===== config.mk =====
export PLATFORM = sky130hd
export DESIGN_NAME = dmem_copy
export DESIGN_NICKNAME = d
export VERILOG_FILES = /design/src/rtl/dmem_copy.sv
export SDC_FILE = /design/constraint.sdc
export NUM_CORES = 1
export LEC_CHECK = 0
export ABC_CLOCK_PERIOD_IN_PS = 3300
export CAP_MARGIN = 20
export CORE_MARGIN = 2
export CORE_UTILIZATION = 40
export CTS_CLUSTER_DIAMETER = 30
export DETAILED_ROUTE_END_ITERATION = 10
export GPL_ROUTABILITY_DRIVEN = 1
export PLACE_DENSITY = 0.68
export SETUP_SLACK_MARGIN = 0.15
export SLEW_MARGIN = 10
export SYNTH_ARGS = -nofsm -noshare
export SYNTH_HDL_FRONTEND = slang
export SYNTH_SLANG_ARGS = --single-unit

===== constraint.sdc =====
create_clock -name clk -period 3.3 [get_ports clk]
set_input_delay 0.33 -clock clk [delete_from_list [all_inputs] [get_ports clk]]
set_output_delay 0.33 -clock clk [all_outputs]
set_load 0.05 [all_outputs]

===== src/rtl/dmem_copy.sv =====
// dmem_copy: byte block-copy engine driving the data memory port (combinational read, clocked write).
// Optional fill mode is compiled in when DMEM_COPY_FILL_EN is defined.
module dmem_copy #(
  parameter int AW = 8,
  parameter int DW = 8
) (
  input  logic          clk,
  input  logic          rst,
  input  logic          start,
  input  logic [AW-1:0] src,
  input  logic [AW-1:0] dst,
  input  logic [AW-1:0] len,
  output logic          busy,
  output logic          done,
  output logic [DW-1:0] sum,
  output logic          wm,
  output logic [AW-1:0] ad,
  output logic [DW-1:0] dout,
  input  logic [DW-1:0] din,
`ifdef DMEM_COPY_FILL_EN
  input  logic          fill,
  input  logic [DW-1:0] fill_val,
`endif
  output logic [1:0]    dbg_state
);

  typedef enum logic [1:0] {
    S_IDLE = 2'd0,
    S_RD   = 2'd1,
    S_WR   = 2'd2,
    S_DONE = 2'd3
  } state_t;

  state_t        r_state;
  logic [AW-1:0] r_sp;
  logic [AW-1:0] r_dp;
  logic [AW-1:0] r_cnt;
  logic [DW-1:0] r_buf;
  logic [DW-1:0] r_sum;
  logic          w_last;
`ifdef DMEM_COPY_FILL_EN
  logic          r_fill;
`endif

  assign w_last = (r_cnt == AW'(1));

  // Handshake: start is a request honoured only in IDLE (no queueing); busy spans RD/WR,
  // done is a single-cycle pulse, and sum holds from DONE until the next accepted start.
  always_ff @(posedge clk) begin
    if (rst) begin
      r_state <= S_IDLE;
      r_sp    <= '0;
      r_dp    <= '0;
      r_cnt   <= '0;
      r_buf   <= '0;
      r_sum   <= '0;
`ifdef DMEM_COPY_FILL_EN
      r_fill  <= 1'b0;
`endif
    end else begin
      case (r_state)
        S_IDLE: begin
          if (start) begin
            r_sp  <= src;
            r_dp  <= dst;
            r_cnt <= len;
            r_sum <= '0;
`ifdef DMEM_COPY_FILL_EN
            r_fill <= fill;
            r_buf  <= fill_val;
            if (len == '0)   r_state <= S_DONE;
            else if (fill)   r_state <= S_WR;
            else             r_state <= S_RD;
`else
            r_state <= (len == '0) ? S_DONE : S_RD;
`endif
          end
        end
        S_RD: begin
          r_buf   <= din;
          r_sp    <= r_sp + 1'b1;
          r_state <= S_WR;
        end
        S_WR: begin
          r_sum <= r_sum ^ r_buf;
          r_dp  <= r_dp + 1'b1;
          r_cnt <= r_cnt - 1'b1;
`ifdef DMEM_COPY_FILL_EN
          if (w_last)      r_state <= S_DONE;
          else if (r_fill) r_state <= S_WR;
          else             r_state <= S_RD;
`else
          r_state <= w_last ? S_DONE : S_RD;
`endif
        end
        S_DONE:  r_state <= S_IDLE;
        default: r_state <= S_IDLE;
      endcase
    end
  end

  // Memory-side outputs decode only registered state, so input changes never glitch them.
  assign busy      = (r_state == S_RD) || (r_state == S_WR);
  assign done      = (r_state == S_DONE);
  assign wm        = (r_state == S_WR);
  assign ad        = (r_state == S_RD) ? r_sp : ((r_state == S_WR) ? r_dp : '0);
  assign dout      = (r_state == S_WR) ? r_buf : '0;
  assign sum       = r_sum;
  assign dbg_state = r_state;

endmodule


==> impl_metrics.json <==
{
  "status": "complete, no violations",
  "min_period_ns": 2.83,
  "maxCapViolCount": 0,
  "most-common-layout-cells": "clkdlybuf4s50_1, dfxtp_1, nand2_1",
  "drt_first_pass_iters": 4,
  "switchingPower_uw": 603,
  "use_met1_pct": 26.4,
  "p_seq_share_pct": 41.0,
  "grt_max_degree": 30,
  "io-pin-count": 64,
  "cp-start-kind": "register",
  "drt_wl_total_mm": 6.21,
  "syn_area_um2": 2350,
  "grt_usage_pct": 20.3,
  "cts_made_buffers": 5,
  "ant_nets": 0,
  "die_w_um": 80.6,
  "p_leak_nw": 1.15,
  "dp.cells": 421,
  "insertion_delay_ns": 0.30,
  "crit_type": "register to primary output",
  "post_drt_wl_per_cell_um": 14.5,
  "synth_nets": 342,
  "skew_ns": 0.0105,
  "end_kind": "primary output",
  "setup_slack_ns": 0.472,
  "crit_required_ns": 2.97,
  "avgSynthCellArea_um2": 7.85,
  "grt_pass1_wl_mm": 10.4,
  "hpwl_mm": 4.35,
  "first_iter_violations": 188,
  "synth_ff_type": "dfxtp_1",
  "worst_path_largest_cell_delay_ns": 0.80,
  "rsz0062_at_grt": "false",
  "power.total_mw": 1.59,
  "post_cts_buffers": 0,
  "hold_buffers": 0,
  "internal-power_uw": 987,
  "dpl_worst_slack_ns": 0.671,
  "cts-root-buf": "clkbuf_8",
  "die-area_um2": 6490,
  "stdcell_count": 429,
  "tightest_slew_ns": 0.971,
  "period_share_pct": 85.7,
  "combPwrFrac_pct": 37.2,
  "synth_edf_count": 0,
  "coreArea_um2": 5570,
  "cts_tree": "done",
  "drc": 0,
  "io_buffers": 63,
  "antenna_found_initial": 0,
  "syn_to_final_growth_pct": 33.3,
  "n_antenna_cell": 0,
  "hold_class": "register to register",
  "yosysSeqAreaShare_pct": 35.8,
  "synth.ff_latch_count": 42,
  "rows": 27,
  "max_freq_ghz": 0.354,
  "slowest_stage": "clkdlybuf4s50_1",
  "grtUsageMet2_pct": 32.6,
  "hold_violations": 0,
  "synthDistinctLibCells": 46,
  "p_per_area_nw_per_um2": 509,
  "final_common_cell": "clkdlybuf4s50_1",
  "top_usage_layer": "met2",
  "start_util_pct": 42.1,
  "viasPerCell": 5.40,
  "first_global_vias": 2296,
  "ys_warn_count": 0,
  "clockBufferDepth": 2,
  "worstPathMaxFanout": 18,
  "setup_tns_ns": 0,
  "path_clk_slew_ns": 0.09,
  "cp.arrival_ns": 2.50,
  "postSynthCellCount": 299,
  "vias": 2318,
  "place_congestion": 0.759,
  "cts_resized": 0,
  "whs_ns": 0.485,
  "max-slew-margin-rel_pct": 35.0,
  "finalSetupViolations": 0,
  "drive_above_1_share_pct": 6.72,
  "cts_sinks": 42,
  "gr-total-overflow": 0,
  "switching_share_pct": 37.9,
  "fin_nets": 399,
  "use_met3_pct": 5.84,
  "synthArstFlopShare_pct": 0,
  "ir_drop_uv": 302,
  "fp.dieH_um": 80.6,
  "slew_violations": 0,
  "clockPowerShare_pct": 21.8,
  "h-tree-depth": 2,
  "path_cells": "inv_1 > ha_1 > buf_4 > and2_1 > clkdlybuf4s50_1"
}
## cell type report
| type | instances | area [um2] |
|---|---|---|
| well taps | 72 | 90.1 |
| flip-flops and latches | 42 | 841 |
| fillers | 564 | 2450 |
| clock inverters | 1 | 5.00 |
| repair buffers | 70 | 678 |
| clock buffers | 7 | 86.3 |
| multi-input cells | 227 | 1390 |
| inverters | 10 | 37.5 |
## worst paths after layout
| kind | slack [ns] | from | end | depth (start not counted) |
|---|---|---|---|---|
| max reg2reg | 0.79 | dbg_state[0] | r_cnt[5] | 6 |
| min | 0.49 | r_cnt[6] | r_cnt[6] | 2 |
| max | 0.47 | dbg_state[0] | dout[5] | 5 |
| min reg2reg | 0.49 | r_cnt[6] | r_cnt[6] | 2 |
## metal layers
layer	vias to the layer above	wire (um)
li1	1175	-
met1	1072	2890
met2	64	2820
met3	7	434
met4	0	72
met5	-	0
## Yosys cell counts, types with 2 or more instances
| library cell | count | share of area [%] |
|---|---|---|
| o2bb2ai_1 | 4 | 1.5 |
| nor3_1 | 9 | 1.9 |
| nand4_1 | 4 | 1.1 |
| o21ai_0 | 22 | 4.7 |
| nor4_1 | 4 | 1.1 |
| nor2_1 | 33 | 5.3 |
| clkbuf_1 | 13 | 2.1 |
| a21oi_1 | 12 | 2.6 |
| mux2_2 | 2 | 0.96 |
| nand2_1 | 38 | 6.1 |
| a211oi_1 | 7 | 2.2 |
| and2_1 | 8 | 2.1 |
| nor2b_1 | 3 | 0.80 |
| mux2i_1 | 11 | 4.7 |
| inv_1 | 9 | 1.4 |
| o22ai_1 | 2 | 0.53 |
| buf_2 | 4 | 0.85 |
| dfxtp_1 | 42 | 36 |
| and3_1 | 4 | 1.1 |
| nor3b_1 | 3 | 0.96 |
| or2_2 | 2 | 0.53 |
| buf_1 | 3 | 0.48 |
| ha_1 | 8 | 4.3 |
| xor2_1 | 8 | 3.0 |
| nand2b_1 | 3 | 0.80 |
| nand3b_1 | 2 | 0.64 |
| a31oi_1 | 4 | 1.1 |
| nand3_1 | 8 | 1.7 |
| a311oi_1 | 3 | 1.1 |
| o311a_1 | 2 | 0.85 |
| o32ai_1 | 4 | 1.5 |
| a22oi_1 | 4 | 1.3 |
## state kept, by name, summed over array words and instances (netlist names)
signal / cells
r_buf: 8
r_sp: 8
r_cnt: 8
r_dp: 8
sum: 8
dbg_state: 2
## cell families (layout without fill, tap and decap cells)
family | count (synthesis) | count (layout) | share of synthesized area, %
xor gates and xnor gates | 8 | 8 | 2.99
DFF | 42 | 42 | 35.8
and+or+nand+nor | 128 | 128 | 26.8
buffers and inverters | 30 | 88 | 5.01
adders and majority gates | 8 | 8 | 4.27
AOI/OAI and AO/OA | 70 | 70 | 19.4
muxes | 13 | 13 | 5.65
## metrics by stage
| stage | area [um2] | utilization (%) |
|---|---|---|
| 4_1_cts | 3130 | 56.1 |
| 3_5_place_dp | 3030 | 54.4 |
| 3_3_place_gp | 3030 | 54.4 |
| 6_report | 3130 | 56.1 |
| 5_1_grt | 3130 | 56.1 |
| 2_1_floorplan | 2350 | - |
## power by group through the flow
stage               combinational, mW  clock, mW  sequential, mW
detailed placement              0.590          0           0.662
CTS                             0.594      0.352           0.650
finish                          0.592      0.347           0.652
floorplan                       0.399          0           0.669
global route                    0.652      0.370           0.664
global placement                0.582          0           0.659
## critical path, delay by kind of cell (launching register included)
kind / cells / cell delay, ns
AND/OR/NAND/NOR: 1 / 0.14
adder cells (fa/ha/maj): 1 / 0.55
flip-flops: 1 / 0.36
buffers and inverters: 3 / 1.16
No activity file was read; power rests on OpenSTA's default activity.
==> edit 1 (config.mk and constraints unchanged) <==
Register the inputs `start`, `src`, `dst` and `din` before use, without a reset. The logic sees them one clock later. The other inputs are not delayed to match. Comments in the files are not updated.
--- a/src/rtl/dmem_copy.sv
+++ b/src/rtl/dmem_copy.sv
@@ -31,6 +31,18 @@
     S_DONE = 2'd3
   } state_t;
 
+  logic start_q;
+  logic [AW-1:0] src_q;
+  logic [AW-1:0] dst_q;
+  logic [DW-1:0] din_q;
+
+  always_ff @(posedge clk) begin
+    start_q <= start;
+    src_q   <= src;
+    dst_q   <= dst;
+    din_q   <= din;
+  end
+
   state_t        r_state;
   logic [AW-1:0] r_sp;
   logic [AW-1:0] r_dp;
@@ -60,9 +72,9 @@
     end else begin
       case (r_state)
         S_IDLE: begin
-          if (start) begin
-            r_sp  <= src;
-            r_dp  <= dst;
+          if (start_q) begin
+            r_sp  <= src_q;
+            r_dp  <= dst_q;
             r_cnt <= len;
             r_sum <= '0;
 `ifdef DMEM_COPY_FILL_EN
@@ -77,7 +89,7 @@
           end
         end
         S_RD: begin
-          r_buf   <= din;
+          r_buf   <= din_q;
           r_sp    <= r_sp + 1'b1;
           r_state <= S_WR;
         end
Function: changed (Yosys sat finds a counterexample within 4 cycles, from zero or initial values and one cycle with rst high).
==> edit 1 against the unedited design <==
Synthesized area increased by 23%; routed wire length increased by 10%; setup slack got worse by 0.018 ns; final area increased by 20%; highest routed layer unchanged; sequential cell count increased by 25; sequential share of layout area increased by 8.7 points; critical path type unchanged.
Power is not compared: it rests on default switching activity, and its combinational part moved more than twofold at a synthesized area within 25%.
==> edit 1: results (changes against the unedited design) <==
status: "completed"  # unchanged
muxShareOfSynthArea: 0.06320  # was 0.05653
numCtsBuffers: 9  # was 5
final_area_mm2: 0.003767  # was 0.003128 mm2
min_period_over_period: 0.8624  # was 0.8570
dp.cells: 471  # was 421
route.met2.wl_um: 3097  # was 2815 um
use_met3: 0.06279  # was 0.05843
avgSynthCellArea_um2: 8.758  # was 7.846 um2
r2r_slack_ns: 0.92  # was 0.79 ns
critical_path.max_fanout: 25  # was 18
num-fill-cells: 652  # was 564
place_congestion: 0.7631  # was 0.7587
insertion_delay_ns: 0.34  # was 0.30 ns
htree_levels: 3  # was 2
dp_hpwl_um: 4469  # was 4353 um
grt_pass1_wl_um: 11130  # was 10410 um
synthXorXnorAreaFrac: 0.02424  # was 0.02987
finalClockSkew_ns: 0.01001  # was 0.01053 ns
ys_types: 45  # was 46
wirelength_um: 6832  # was 6208 um
worstHoldPathType: "input port to register"  # was register to register
synth_compound_area_frac: 0.1736  # was 0.1941
routed_via_density: 5.185  # was 5.403
ys_top_cells_by_count: "dfxtp_1 (67), nand2_1 (41), nor2_1 (33), o21ai_0 (18), mux2i_1 (16)"  # was dfxtp_1 (42), nand2_1 (38), nor2_1 (33), o21ai_0 (22), clkbuf_1 (13)
==> edit 1: cell types whose count changed after synthesis, sizes merged, moves of 3 or more <==
cell    before  now
mux2i       11   16
nand2       38   41
dfxtp       42   67
and3         4    1
inv          9   14
nor2b        3    0
o22a         0    3
and4         0    3
o32ai        4    0
o221ai       0    4
==> edit 1: power groups by stage <==
stage	combinational, mW	sequential (mW)	clock (mW)
floorplan	0.955	1.17	0
global placement	1.27	1.17	0
detailed placement	1.29	1.17	0
CTS	1.30	1.15	0.709
global route	1.43	1.19	0.745
finish	1.30	1.16	0.691
==> edit 1: layout make-up <==
type | instances | area share
Multi-Input combinational cell | 227 | 0.3716
Timing Repair Buffer | 67 | 0.1734
Sequential cell | 67 | 0.3560
Tap cell | 96 | 0.03188
Clock buffer | 10 | 0.03653
Inverter | 14 | 0.01395
Clock inverter | 5 | 0.01661
==> edit 2 (config.mk and constraints unchanged) <==
Without the edit above. The option `DMEM_COPY_FILL_EN` is turned on by a define.
--- a/src/rtl/dmem_copy.sv
+++ b/src/rtl/dmem_copy.sv
@@ -1,5 +1,7 @@
 // dmem_copy: byte block-copy engine driving the data memory port (combinational read, clocked write).
 // Optional fill mode is compiled in when DMEM_COPY_FILL_EN is defined.
+`define DMEM_COPY_FILL_EN
+
 module dmem_copy #(
   parameter int AW = 8,
   parameter int DW = 8
Ports: changed (added fill and fill_val); port bits go from 64 to 73. No check against the original RTL was run, so the function may have changed too.
==> edit 2 against the unedited design <==
Synthesized area grew 9.3%; final area grew 8.4%; sequential cell count grew 1; highest routed layer unchanged; critical path type unchanged; setup slack gained 0.22 ns; clock power grew 29%; die area grew 8.8%; routed wire length grew 9.9%; total power grew 42%; cell count grew 7.7%.
==> edit 2: results (changes against the unedited design) <==
status: "completed"  # unchanged
met3_length_um: 605  # was 434 um
grt_pass1_vias: 2372  # was 2296
critical_path.max_fanout: 23  # was 18
grt_use_total: 0.1975  # was 0.2030
portBuffers: 72  # was 63
ys_types: 52  # was 46
crit_end: "ad[5]"  # was dout[5]
route.met2.wl_um: 3116  # was 2815 um
muxShareOfSynthArea: 0.06780  # was 0.05653
r2r_slack_ns: 1.06  # was 0.79 ns
use_met1: 0.2547  # was 0.2642
clock_power_share: 0.198  # was 0.218
drt-met1-wl_um: 3069  # was 2886 um
synth_compound_area_frac: 0.2268  # was 0.1941
use_met3: 0.06825  # was 0.05843
p_int_mw: 1.289  # was 987.4 uW
min-delay-start: "r_cnt[1]$_SDFFE_PP0P_"  # was r_cnt[6]$_SDFFE_PP0P_
reg2reg_to: "r_dp[7]$_SDFFE_PP0P_"  # was r_cnt[5]$_SDFFE_PP0P_
final_nets: 436  # was 399
power_density_mw_per_mm2: 664.9  # was 508.5 mW/mm2
vias: 2483  # was 2318
synth_fa_ha_area_frac: 0.03902  # was 0.04267
grt_pass1_wl_um: 11420  # was 10410 um
worstPathArrival_ns: 2.27  # was 2.50 ns
wirelength_um: 6825  # was 6208 um
p_leak_nw: 1.243  # was 1.148 nW
grt_max_degree: 34  # was 30
drtIter0Drc: 106  # was 188
syn_nets: 372  # was 342
finalClockSkew_ns: 0.005488  # was 0.01053 ns
detail_route.wl_per_cell_um: 14.77  # was 14.47 um
timing.hold.ws_ns: 0.4816  # was 0.4853 ns
layout-drive-gt1-share: 0.08312  # was 0.06723
setup_ws_ns: 0.6962  # was 0.4720 ns
ir_worst_vdd_mv: 0.3306  # was 0.3021 mV
cpPeakStageDelay_ns: 0.45  # was 0.80 ns
place_congestion: 0.7792  # was 0.7587
synthXorXnorAreaFrac: 0.02732  # was 0.02987
min_to: "r_cnt[1]$_SDFFE_PP0P_"  # was r_cnt[6]$_SDFFE_PP0P_
==> edit 2: changes by cell type in the layout (fill, tap and decap cells not counted), sizes merged, moves of 3 or more <==
cell,unedited run,this run
mux2i,11,14
o311ai,0,3
nor2,33,36
clkdlybuf4s50,61,64
nor3,10,1
buf,9,14
nand2,38,44
a211oi,7,13
a21oi,12,19
nor3b,3,0
==> edit 2: final cells by class <==
| type | instances | area [um2] |
|---|---|---|
| clock buffer | 6 | 82.58 |
| clock inverter | 2 | 38.79 |
| fill | 616 | 2885 |
| inverter | 11 | 41.29 |
| multi-input combinational | 245 | 1514 |
| sequential | 43 | 860.8 |
| tap | 77 | 96.34 |
| timing repair buffer | 78 | 758.2 |
==> edit 2: cell families after synthesis <==
kind of cell,count (synthesis)
adders and majority gates,8
muxes,17
and+or+nand+nor,124
buffers and inverters,32
DFF,43
xor gates and xnor gates,8
AOI/OAI and AO/OA,88
